## src/rtl/dmem_bus_bridge_if.sv

```systemverilog
// Bus interfaces for dmem_bus_bridge: CPU data port, DMEM port and MMIO port.
// The "master" modport is the side that issues requests on that bus.

interface cpu_dbus_if;
  logic        cpu_cs;
  logic        cpu_w;
  logic        cpu_r;
  logic [31:0] cpu_addr;
  logic [31:0] cpu_wdata;
  logic [1:0]  cpu_bits;
  logic [31:0] cpu_rdata;
  logic        cpu_stall;
  logic        cpu_fault;

  modport master (output cpu_cs, cpu_w, cpu_r, cpu_addr, cpu_wdata, cpu_bits,
                  input  cpu_rdata, cpu_stall, cpu_fault);
  modport slave  (input  cpu_cs, cpu_w, cpu_r, cpu_addr, cpu_wdata, cpu_bits,
                  output cpu_rdata, cpu_stall, cpu_fault);
endinterface

interface dm_bus_if #(parameter int AW = 11);
  logic          dm_cs;
  logic          dm_w;
  logic          dm_r;
  logic [AW-1:0] dm_addr;
  logic [31:0]   dm_wdata;
  logic [1:0]    dm_bits;
  logic [31:0]   dm_rdata;

  modport master (output dm_cs, dm_w, dm_r, dm_addr, dm_wdata, dm_bits,
                  input  dm_rdata);
  modport slave  (input  dm_cs, dm_w, dm_r, dm_addr, dm_wdata, dm_bits,
                  output dm_rdata);
endinterface

interface io_bus_if #(parameter int AW = 8);
  logic          io_req;
  logic          io_we;
  logic [AW-1:0] io_addr;
  logic [31:0]   io_wdata;
  logic [3:0]    io_be;
  logic [31:0]   io_rdata;
  logic          io_ready;

  modport master (output io_req, io_we, io_addr, io_wdata, io_be,
                  input  io_rdata, io_ready);
  modport slave  (input  io_req, io_we, io_addr, io_wdata, io_be,
                  output io_rdata, io_ready);
endinterface

```

## src/rtl/dmem_bus_bridge.sv

```systemverilog
// Data-side bridge from the CPU data port to DMEM and an MMIO window, with DMEM
// wait states, MMIO ready/timeout and fault reporting. Optional: BRIDGE_ALIGN_CHECK_EN.

module dmem_bus_bridge #(
  parameter logic [31:0] DM_BASE    = 32'h1001_0000,
  parameter int          DM_AW      = 11,
  parameter logic [31:0] IO_BASE    = 32'h1002_0000,
  parameter int          IO_AW      = 8,
  parameter int          DM_WAIT    = 0,
  parameter int          IO_TIMEOUT = 16
) (
  input  logic        clk_in,
  input  logic        reset,
  cpu_dbus_if.slave   cpu,
  dm_bus_if.master    dm,
  io_bus_if.master    io
);

  typedef enum logic [1:0] {IDLE, DM_WAIT_S, IO_WAIT_S, RESP} state_t;

  localparam logic [3:0] DM_WAIT_M1    = 4'(DM_WAIT - 1);
  localparam logic [7:0] IO_TIMEOUT_M1 = 8'(IO_TIMEOUT - 1);

  state_t      state_q, state_d;
  logic [3:0]  cnt_q, cnt_d;
  logic [7:0]  tcnt_q, tcnt_d;
  logic        io_req_q, io_req_d;
  logic [31:0] rdata_q, rdata_d;
  logic        fault_q, fault_d;

  logic [31:0] dm_off, io_off;
  logic        dm_hit, io_hit, misalign, req;
  logic        is_byte, is_half;
  logic [1:0]  lo;
  logic [31:0] io_lane, io_rd_ext;
  logic [31:0] rdata_o;
  logic        stall_o, fault_o, dm_cs_o, dm_w_o, dm_r_o;

  assign dm_off = cpu.cpu_addr - DM_BASE;
  assign io_off = cpu.cpu_addr - IO_BASE;
  assign dm_hit = (cpu.cpu_addr >= DM_BASE) && ((dm_off >> DM_AW) == '0);
  assign io_hit = (cpu.cpu_addr >= IO_BASE) && ((io_off >> IO_AW) == '0);

  assign is_byte = (cpu.cpu_bits == 2'b10);
  assign is_half = (cpu.cpu_bits == 2'b01);
  // Lane offset of the access with the low bits dropped according to size.
  assign lo = is_byte ? cpu.cpu_addr[1:0] :
              is_half ? {cpu.cpu_addr[1], 1'b0} : 2'b00;

`ifdef BRIDGE_ALIGN_CHECK_EN
  assign misalign = (is_half && cpu.cpu_addr[0]) ||
                    (!is_byte && !is_half && (cpu.cpu_addr[1:0] != 2'b00));
`else
  assign misalign = 1'b0;
`endif

  // Reset gates the combinational request path so nothing leaks out while held.
  assign req = cpu.cpu_cs && reset;

  assign io_lane   = io.io_rdata >> {lo, 3'b000};
  assign io_rd_ext = is_byte ? {24'h0, io_lane[7:0]} :
                     is_half ? {16'h0, io_lane[15:0]} : io_lane;

  assign dm.dm_addr  = DM_AW'({dm_off[31:2], lo});
  assign dm.dm_wdata = cpu.cpu_wdata;
  assign dm.dm_bits  = cpu.cpu_bits;
  assign dm.dm_cs    = dm_cs_o;
  assign dm.dm_w     = dm_w_o;
  assign dm.dm_r     = dm_r_o;

  assign io.io_req   = io_req_q;
  assign io.io_we    = cpu.cpu_w;
  assign io.io_addr  = IO_AW'({io_off[31:2], 2'b00});
  assign io.io_wdata = is_byte ? {4{cpu.cpu_wdata[7:0]}} :
                       is_half ? {2{cpu.cpu_wdata[15:0]}} : cpu.cpu_wdata;
  assign io.io_be    = is_byte ? (4'b0001 << lo) :
                       is_half ? (4'b0011 << lo) : 4'hF;

  assign cpu.cpu_rdata = rdata_o;
  assign cpu.cpu_stall = stall_o;
  assign cpu.cpu_fault = fault_o;

  always_ff @(posedge clk_in or negedge reset) begin
    if (!reset) begin
      state_q  <= IDLE;
      cnt_q    <= '0;
      tcnt_q   <= '0;
      io_req_q <= 1'b0;
      rdata_q  <= '0;
      fault_q  <= 1'b0;
    end else begin
      state_q  <= state_d;
      cnt_q    <= cnt_d;
      tcnt_q   <= tcnt_d;
      io_req_q <= io_req_d;
      rdata_q  <= rdata_d;
      fault_q  <= fault_d;
    end
  end

  // cnt_q holds the stalled DMEM cycles still to go, counting the current one;
  // the request cycle itself is the first stalled cycle.
  always_comb begin
    state_d  = state_q;
    cnt_d    = cnt_q;
    tcnt_d   = tcnt_q;
    io_req_d = io_req_q;
    rdata_d  = rdata_q;
    fault_d  = fault_q;
    rdata_o  = '0;
    stall_o  = 1'b0;
    fault_o  = 1'b0;
    dm_cs_o  = 1'b0;
    dm_w_o   = 1'b0;
    dm_r_o   = 1'b0;

    case (state_q)
      IDLE: begin
        if (req) begin
          if ((!dm_hit && !io_hit) || misalign) begin
            fault_o = 1'b1;
          end else if (dm_hit) begin
            dm_cs_o = 1'b1;
            dm_r_o  = cpu.cpu_r;
            if (DM_WAIT == 0) begin
              dm_w_o  = cpu.cpu_w;
              rdata_o = dm.dm_rdata;
            end else if (DM_WAIT == 1) begin
              dm_w_o  = cpu.cpu_w;
              stall_o = 1'b1;
              rdata_d = dm.dm_rdata;
              state_d = RESP;
            end else begin
              stall_o = 1'b1;
              cnt_d   = DM_WAIT_M1;
              state_d = DM_WAIT_S;
            end
          end else begin
            stall_o  = 1'b1;
            io_req_d = 1'b1;
            tcnt_d   = '0;
            state_d  = IO_WAIT_S;
          end
        end
      end

      DM_WAIT_S: begin
        stall_o = 1'b1;
        dm_cs_o = 1'b1;
        dm_r_o  = cpu.cpu_r;
        if (cnt_q == 4'd1) begin
          dm_w_o  = cpu.cpu_w;
          rdata_d = dm.dm_rdata;
          cnt_d   = '0;
          state_d = RESP;
        end else begin
          cnt_d = cnt_q - 4'd1;
        end
      end

      IO_WAIT_S: begin
        stall_o = 1'b1;
        tcnt_d  = tcnt_q + 8'd1;
        if (io.io_ready) begin
          rdata_d  = io_rd_ext;
          io_req_d = 1'b0;
          state_d  = RESP;
        end else if (tcnt_q == IO_TIMEOUT_M1) begin
          rdata_d  = '0;
          io_req_d = 1'b0;
          fault_d  = 1'b1;
          state_d  = RESP;
        end
      end

      RESP: begin
        rdata_o = rdata_q;
        fault_o = fault_q;
        fault_d = 1'b0;
        state_d = IDLE;
      end

      default: state_d = IDLE;
    endcase
  end

endmodule
```

## src/flat_wrapper.sv

```systemverilog
// flat-port wrapper written by rule: the top's interface ports become plain ports
module dmem_bus_bridge_flat 
#(
  parameter logic [31:0] DM_BASE    = 32'h1001_0000,
  parameter int          DM_AW      = 11,
  parameter logic [31:0] IO_BASE    = 32'h1002_0000,
  parameter int          IO_AW      = 8,
  parameter int          DM_WAIT    = 0,
  parameter int          IO_TIMEOUT = 16
)
  (clk_in, reset, cpu_cpu_cs, cpu_cpu_w, cpu_cpu_r, cpu_cpu_addr, cpu_cpu_wdata, cpu_cpu_bits, cpu_cpu_rdata, cpu_cpu_stall, cpu_cpu_fault, dm_dm_cs, dm_dm_w, dm_dm_r, dm_dm_addr, dm_dm_wdata, dm_dm_bits, dm_dm_rdata, io_io_req, io_io_we, io_io_addr, io_io_wdata, io_io_be, io_io_rdata, io_io_ready);
  cpu_dbus_if cpu_i ();
  dm_bus_if dm_i ();
  io_bus_if io_i ();
  input  logic clk_in;
  input  logic reset;
  input wire logic [$bits(cpu_i.cpu_cs)-1:0] cpu_cpu_cs;
  input wire logic [$bits(cpu_i.cpu_w)-1:0] cpu_cpu_w;
  input wire logic [$bits(cpu_i.cpu_r)-1:0] cpu_cpu_r;
  input wire logic [$bits(cpu_i.cpu_addr)-1:0] cpu_cpu_addr;
  input wire logic [$bits(cpu_i.cpu_wdata)-1:0] cpu_cpu_wdata;
  input wire logic [$bits(cpu_i.cpu_bits)-1:0] cpu_cpu_bits;
  output wire logic [$bits(cpu_i.cpu_rdata)-1:0] cpu_cpu_rdata;
  output wire logic [$bits(cpu_i.cpu_stall)-1:0] cpu_cpu_stall;
  output wire logic [$bits(cpu_i.cpu_fault)-1:0] cpu_cpu_fault;
  output wire logic [$bits(dm_i.dm_cs)-1:0] dm_dm_cs;
  output wire logic [$bits(dm_i.dm_w)-1:0] dm_dm_w;
  output wire logic [$bits(dm_i.dm_r)-1:0] dm_dm_r;
  output wire logic [$bits(dm_i.dm_addr)-1:0] dm_dm_addr;
  output wire logic [$bits(dm_i.dm_wdata)-1:0] dm_dm_wdata;
  output wire logic [$bits(dm_i.dm_bits)-1:0] dm_dm_bits;
  input wire logic [$bits(dm_i.dm_rdata)-1:0] dm_dm_rdata;
  output wire logic [$bits(io_i.io_req)-1:0] io_io_req;
  output wire logic [$bits(io_i.io_we)-1:0] io_io_we;
  output wire logic [$bits(io_i.io_addr)-1:0] io_io_addr;
  output wire logic [$bits(io_i.io_wdata)-1:0] io_io_wdata;
  output wire logic [$bits(io_i.io_be)-1:0] io_io_be;
  input wire logic [$bits(io_i.io_rdata)-1:0] io_io_rdata;
  input wire logic [$bits(io_i.io_ready)-1:0] io_io_ready;
  assign cpu_i.cpu_cs = cpu_cpu_cs;
  assign cpu_i.cpu_w = cpu_cpu_w;
  assign cpu_i.cpu_r = cpu_cpu_r;
  assign cpu_i.cpu_addr = cpu_cpu_addr;
  assign cpu_i.cpu_wdata = cpu_cpu_wdata;
  assign cpu_i.cpu_bits = cpu_cpu_bits;
  assign cpu_cpu_rdata = cpu_i.cpu_rdata;
  assign cpu_cpu_stall = cpu_i.cpu_stall;
  assign cpu_cpu_fault = cpu_i.cpu_fault;
  assign dm_dm_cs = dm_i.dm_cs;
  assign dm_dm_w = dm_i.dm_w;
  assign dm_dm_r = dm_i.dm_r;
  assign dm_dm_addr = dm_i.dm_addr;
  assign dm_dm_wdata = dm_i.dm_wdata;
  assign dm_dm_bits = dm_i.dm_bits;
  assign dm_i.dm_rdata = dm_dm_rdata;
  assign io_io_req = io_i.io_req;
  assign io_io_we = io_i.io_we;
  assign io_io_addr = io_i.io_addr;
  assign io_io_wdata = io_i.io_wdata;
  assign io_io_be = io_i.io_be;
  assign io_i.io_rdata = io_io_rdata;
  assign io_i.io_ready = io_io_ready;
  dmem_bus_bridge #(.DM_BASE(DM_BASE), .DM_AW(DM_AW), .IO_BASE(IO_BASE), .IO_AW(IO_AW), .DM_WAIT(DM_WAIT), .IO_TIMEOUT(IO_TIMEOUT)) u_core (.clk_in(clk_in), .reset(reset), .cpu(cpu_i), .dm(dm_i), .io(io_i));
endmodule
```

## config.mk

```make
export PLATFORM = sky130hd
export DESIGN_NAME = dmem_bus_bridge_flat
export DESIGN_NICKNAME = d
export VERILOG_FILES = /design/src/rtl/dmem_bus_bridge_if.sv /design/src/rtl/dmem_bus_bridge.sv /design/src/flat_wrapper.sv
export SDC_FILE = /design/constraint.sdc
export NUM_CORES = 1
export LEC_CHECK = 0
export ABC_AREA = 0
export CORE_MARGIN = 5
export CORE_UTILIZATION = 35
export DETAILED_ROUTE_END_ITERATION = 7
export GPL_TIMING_DRIVEN = 0
export PLACE_DENSITY = 0.77
export SLEW_MARGIN = 0
export SYNTH_ARGS = -nofsm -noshare
export SYNTH_HDL_FRONTEND = slang
export SYNTH_SLANG_ARGS = --single-unit
```

## constraint.sdc

```tcl
create_clock -name clk_in -period 2.9 [get_ports clk_in]
set_input_delay 0.435 -clock clk_in [delete_from_list [all_inputs] [get_ports clk_in]]
set_output_delay 0.435 -clock clk_in [all_outputs]
set_load 0.005 [all_outputs]
```

# == Yosys cells after proc, flatten, opt, wreduce, memory -nomap -nowiden ==
# Index checks and enable logic that the tools add are counted.
# W data, S select, Z words.
# totals
out_inout_bits,128
register_bits,48
in_bits,136
# classes
n_addsub,4
shift,3
eq_ne,14
magnitude_cmp,2
n_reduce_logical,18
muxes,57
# op_table
op,n
$mux W32,10
$pmux W32 S2,2
$ge A32 B29 Y1 const B,2
$logic_not A32 Y1,2
$sub A32 B29 Y32 const B,2
$shr A32 B5 Y32,1
$mux W8,3
$mux W1,22
$mux W2,8
$pmux W8 S2,1
$pmux W1 S2,7
$mux W4,3
$reduce_and A5 Y1,2
$add A8 B1 Y8 const B,1
$eq A8 B4 Y1 const B,1
$pmux W2 S4,1
$eq A2 B2 Y1 const B,3
$ne A2 B1 Y1 const B,3
$ne A2 B2 Y1 const B,3
$reduce_and A3 Y1,2
$reduce_bool A2 Y1,3
$eq A2 B1 Y1 const B,2
$eq A4 B1 Y1 const B,1
$logic_and A1 B1 Y1,4
8 further kinds,9

# == Longest topological paths before layout ==
# logic_depth
word_depth,8
depth_mapped,11
mapped_depth_nobuf,9

# == Least setup slack after synthesis ==
# OpenSTA, ideal clock, no wires.
# synth_path
path_type,input port to output port
startpoint,input cpu_cpu_addr[17]
endpoint,output cpu_cpu_rdata[24]
setup_slack_ps,-111
path_buffers,2
arrival_time_ps,2576
path_stages,11
cell_sequence,inv_1 ha_1 or4bb_1 o31ai_1 a22oi_1 or4_1 buf_2 nor2_1 buf_2 a22oi_1 nor2_1
# synth_between
elab_chain_len,8
elab_cells_between_ends,15
# synth_lines
item,line,rtl
start: declaration,flat_wrapper.sv:20,input wire logic [$bits(cpu_i.cpu_addr)-1:0] cpu_cpu_addr;
"$sub A32 B29 Y32, on equally long branches","dmem_bus_bridge.sv:39, dmem_bus_bridge.sv:40",
"$logic_not A32 Y1, on equally long branches","dmem_bus_bridge.sv:41, dmem_bus_bridge.sv:42",
"$logic_and A1 B1 Y1, on equally long branches","dmem_bus_bridge.sv:41, dmem_bus_bridge.sv:42",
$logic_not A1 Y1,dmem_bus_bridge.sv:120,if ((!dm_hit && !io_hit) || misalign) begin
$logic_and A1 B1 Y1,dmem_bus_bridge.sv:120,
$mux W32 *,dmem_bus_bridge.sv:120,
$mux W32 *,dmem_bus_bridge.sv:119,if (req) begin
$pmux W32 S2 *,dmem_bus_bridge.sv:117,case (state_q)
end: declaration,flat_wrapper.sv:23,output wire logic [$bits(cpu_i.cpu_rdata)-1:0] cpu_cpu_rdata;
# Mark *: on every way between the ends. The rest lies on a longest branch, timed or not.

# == Worst setup path after layout ==
# layout_path
startpoint,input cpu_cpu_addr[17]
endpoint,output cpu_cpu_rdata[30]
# The elaborated chain is that of the path after synthesis.

==> flow_metrics.py <==
metrics = {
    "yosys": {
        "synth_edf_count": 0,
        "ys_seq_area_share_pct": 25.8,
        "synthTopCellsByCount": "nor2_1, buf_4, a22oi_1",
        "yosys.area_share.simple_pct": 23.7,
        "synthFlopType": "dfrtp_1",
        "synth_xor_area_share_pct": 0.752,
        "synth.area.mux_share_pct": 10.0,
        "syn_inst": 582,
        "synth_compound_area_share_pct": 21.5,
        "synth-async-reset-ratio_pct": 100,
        "synth_top_area_cell": "dfrtp_1",
        "yosysMostFrequentCell": "nor2_1",
        "synth.avg_cell_area_um2": 8.00,
        "yosysUniqueCellTypes": 62,
        "ys_top_cells_by_area": "dfrtp_1, buf_4, a22oi_1",
        "yosys_warnings": 0,
        "synth_top_area_share_pct": 25.8,
        "netlist_area_mm2": 0.00466,
        "synth-seq-cells": 48,
        "synth_top_family_by_area": "simple AND/OR/NAND/NOR gates",
        "synth_fa_ha_area_share_pct": 4.03,
    },
    "power": {
        "p_comb_share_pct": 62.5,
        "power_frac_clock_pct": 12.1,
        "powerDensity_mw_per_mm2": 622,
        "p_int_uw": 2740,
        "p_total_uw": 5000,
        "p_seq_share_pct": 25.5,
        "power.switching_uw": 2270,
        "total_leakage_power_uw": 0.00339,
        "p_sw_share_pct": 45.3,
        "irDropWorstVdd_mv": 0.373,
    },
    "floorplan": {
        "core_mm2": 0.0131,
        "row_count": 42,
        "initial_utilization_pct": 35.4,
        "die_w_um": 125,
        "dieArea_mm2": 0.0157,
        "die_h_um": 125,
        "ios": 264,
    },
    "setup_path": {
        "max_stage_delay_ns": 0.60,
        "crit_fanout": 5,
        "critical_path_arrival_ns": 2.81,
        "startpoint_type": "input pin",
        "cp_slowest_cell": "or4_4",
        "end_kind": "output pin",
        "cp_data_required_time_ns": 2.47,
        "crit_type": "in -> out",
        "cp_cell_sequence": "buf_12 > clkinv_8 > ha_4 > or4bb_1 > o31ai_2 > a22oi_1 > or4_4 > nor2_4 > buf_6 > buf_8 > a22oi_2 > nor2_1 > buf_2",
    },
    "finish": {
        "drive_gt1_share_pct": 28.3,
        "finalNetCount": 1017,
        "n_fill_cell": 1178,
        "antenna_cells": 0,
        "synthToLayoutAreaGrowth_pct": 72.7,
    },
    "sta": {
        "timing.fmax_mhz": 308,
        "slew_headroom_pct": 32.6,
        "hold_violations": 0,
        "setup_viol": 40,
        "period_share_pct": 112,
        "fin_worst_hold_slack_ns": 0.0319,
        "tightest_slew_ns": 1.00,
        "rsz0062_at_grt": "yes",
        "drv_slew": 0,
        "tns_ns": -9.55,
        "clock_skew_ns": 0.00781,
        "setup_slack_ns": -0.345,
        "min_period_ns": 3.25,
    },
    "global_routing": {
        "grtUsageTotal_pct": 24.2,
        "overflow": 0,
        "use_met1_pct": 30.9,
        "grtUsageMet2_pct": 40.0,
        "grt_pass1_wl_um": 30800,
        "busiest_layer": "met2",
        "antenna_found_initial": 0,
        "grt_max_degree": 39,
        "grt_pass1_vias": 5572,
        "grtUsageMet3_pct": 6.10,
    },
    "placement": {
        "gp_congestion": 0.906,
        "dp_slack_ns": -1.44,
        "dp_hpwl_um": 15300,
        "io_buffers": 254,
    },
    "cts": {
        "clkTransAtPathRegs_ns": 0.07,
        "cts-root-buf": "clkbuf_16",
        "cts_buffer_depth": 2,
        "cts_sinks": 48,
        "cts_tree": "built",
        "ctsHoldBuffers": 0,
        "cts.htree.levels": 2,
        "worstSkewPairLatency_ns": 0.29,
        "cts_buffers": 5,
    },
    "routing": {
        "antenna_left": 0,
        "wl_per_cell_um": 19.4,
        "drtIter0Drc": 458,
        "viasPerCell": 5.36,
        "drc": 0,
        "drt_wl_total_um": 20200,
        "vias": 5590,
        "first_pass_iters": 5,
    },
    "status": {
        "violations": "setup timing",
        "status": "complete, but fails checks",
    },
    "run": {
        "drv_cap": 0,
    },
    "min_path": {
        "hold_path.class": "in -> async",
    },
}
==> registers in the layout, indices dropped and copies added (netlist names) <==
name	cells
u_core.cnt_q	4
u_core.state_q	2
u_core.fault_q	1
u_core.rdata_q	32
u_core.io.io_req	1
u_core.tcnt_q	8
==> worst max-delay path: cells and delay by family <==
family | cells | cell delay, ns
AOI/OAI and AO/OA | 3 | 0.26
adders and majority gates | 1 | 0.15
buffers and inverters | 5 | 0.60
and+or+nand+nor | 4 | 1.34
==> power groups by stage <==
stage	logic [uW]	clock network, uW	registers, uW
2_1_floorplan	1700	0	1170
3_3_place_gp	2960	0	1210
3_5_place_dp	3010	0	1220
4_1_cts	2940	606	1240
5_1_grt	3450	631	1310
6_report	3130	603	1270
==> logic make-up (layout without fill, tap and decap cells) <==
kind of cell	Yosys count	after routing
simple gates	214	214
compound gates	154	154
buf+inv	111	395
flops	48	48
mux	35	35
fa+ha+maj	15	15
xor+xnor	4	4
other cells	1	2
==> path summary, 6_finish.rpt <==
check	start	to	slack [ns]	depth (start not counted)
setup / recovery	cpu_cpu_addr[17]	cpu_cpu_rdata[30]	-0.35	13
hold / removal	reset	u_core.rdata_q[6]$_DFFE_PN0P_	0.03	1
setup reg to reg	u_core.state_q[0]$_DFFE_PN0P_	u_core.rdata_q[29]$_DFFE_PN0P_	0.13	7
hold reg to reg	u_core.io.io_req$_DFFE_PN0P_	u_core.io.io_req$_DFFE_PN0P_	0.49	2
max in group asynchronous	reset	u_core.rdata_q[21]$_DFFE_PN0P_	2.34	2
min in group clk_in	u_core.io.io_req$_DFFE_PN0P_	u_core.io.io_req$_DFFE_PN0P_	0.49	2
==> layout make-up <==
cell class	count	area, um^2	area share, %
tap	176	220	2.74
sequential	48	1200	14.9
timing repair buffer	280	2590	32.2
buffer	93	657	8.17
inverter	14	81.3	1.01
multi-input combinational	424	3150	39.1
clock buffer	7	143	1.77
clock inverter	1	7.51	0.0933
==> placed cells by master, fill, tap and decap left out, types with 12 or more instances in the layout <==
master / n
mux2i_1: 17
nand4_1: 12
ha_1: 13
nor2_1: 74
a21oi_1: 47
clkdlybuf4s50_1: 197
nor3_1: 12
buf_2: 43
clkbuf_1: 25
buf_4: 75
dfrtp_1: 48
buf_6: 13
a22oi_2: 31
a22oi_1: 18
nand2_1: 43
==> per-layer routing <==
layer  wire length [um]  vias to the layer above  part of all wire, %
met5                  0                        -                    0
met4                730                        0                  3.6
met3               1440                       65                  7.1
met2               9790                      272                   48
met1               8250                     2647                   41
li1                   -                     2606                    -
==> metrics by stage <==
stage | utilization [%] | cell area [um^2] | std cells
finish | 61.2 | 8040 | 1043
global route | 61.2 | 8040 | 1043
CTS | 59.9 | 7870 | 1038
detailed placement | 56.7 | 7450 | 1014
global placement | 56.6 | 7440 | 1013
floorplan | - | 4680 | 583
==> timing repair <==
item,4_1_cts,5_1_grt
resized for setup,273,47
buffers inserted,15,10
pin swaps,67,63
cloned,3,0
setup endpoints to repair,94,77
No activity file was read; power rests on OpenSTA's default activity.
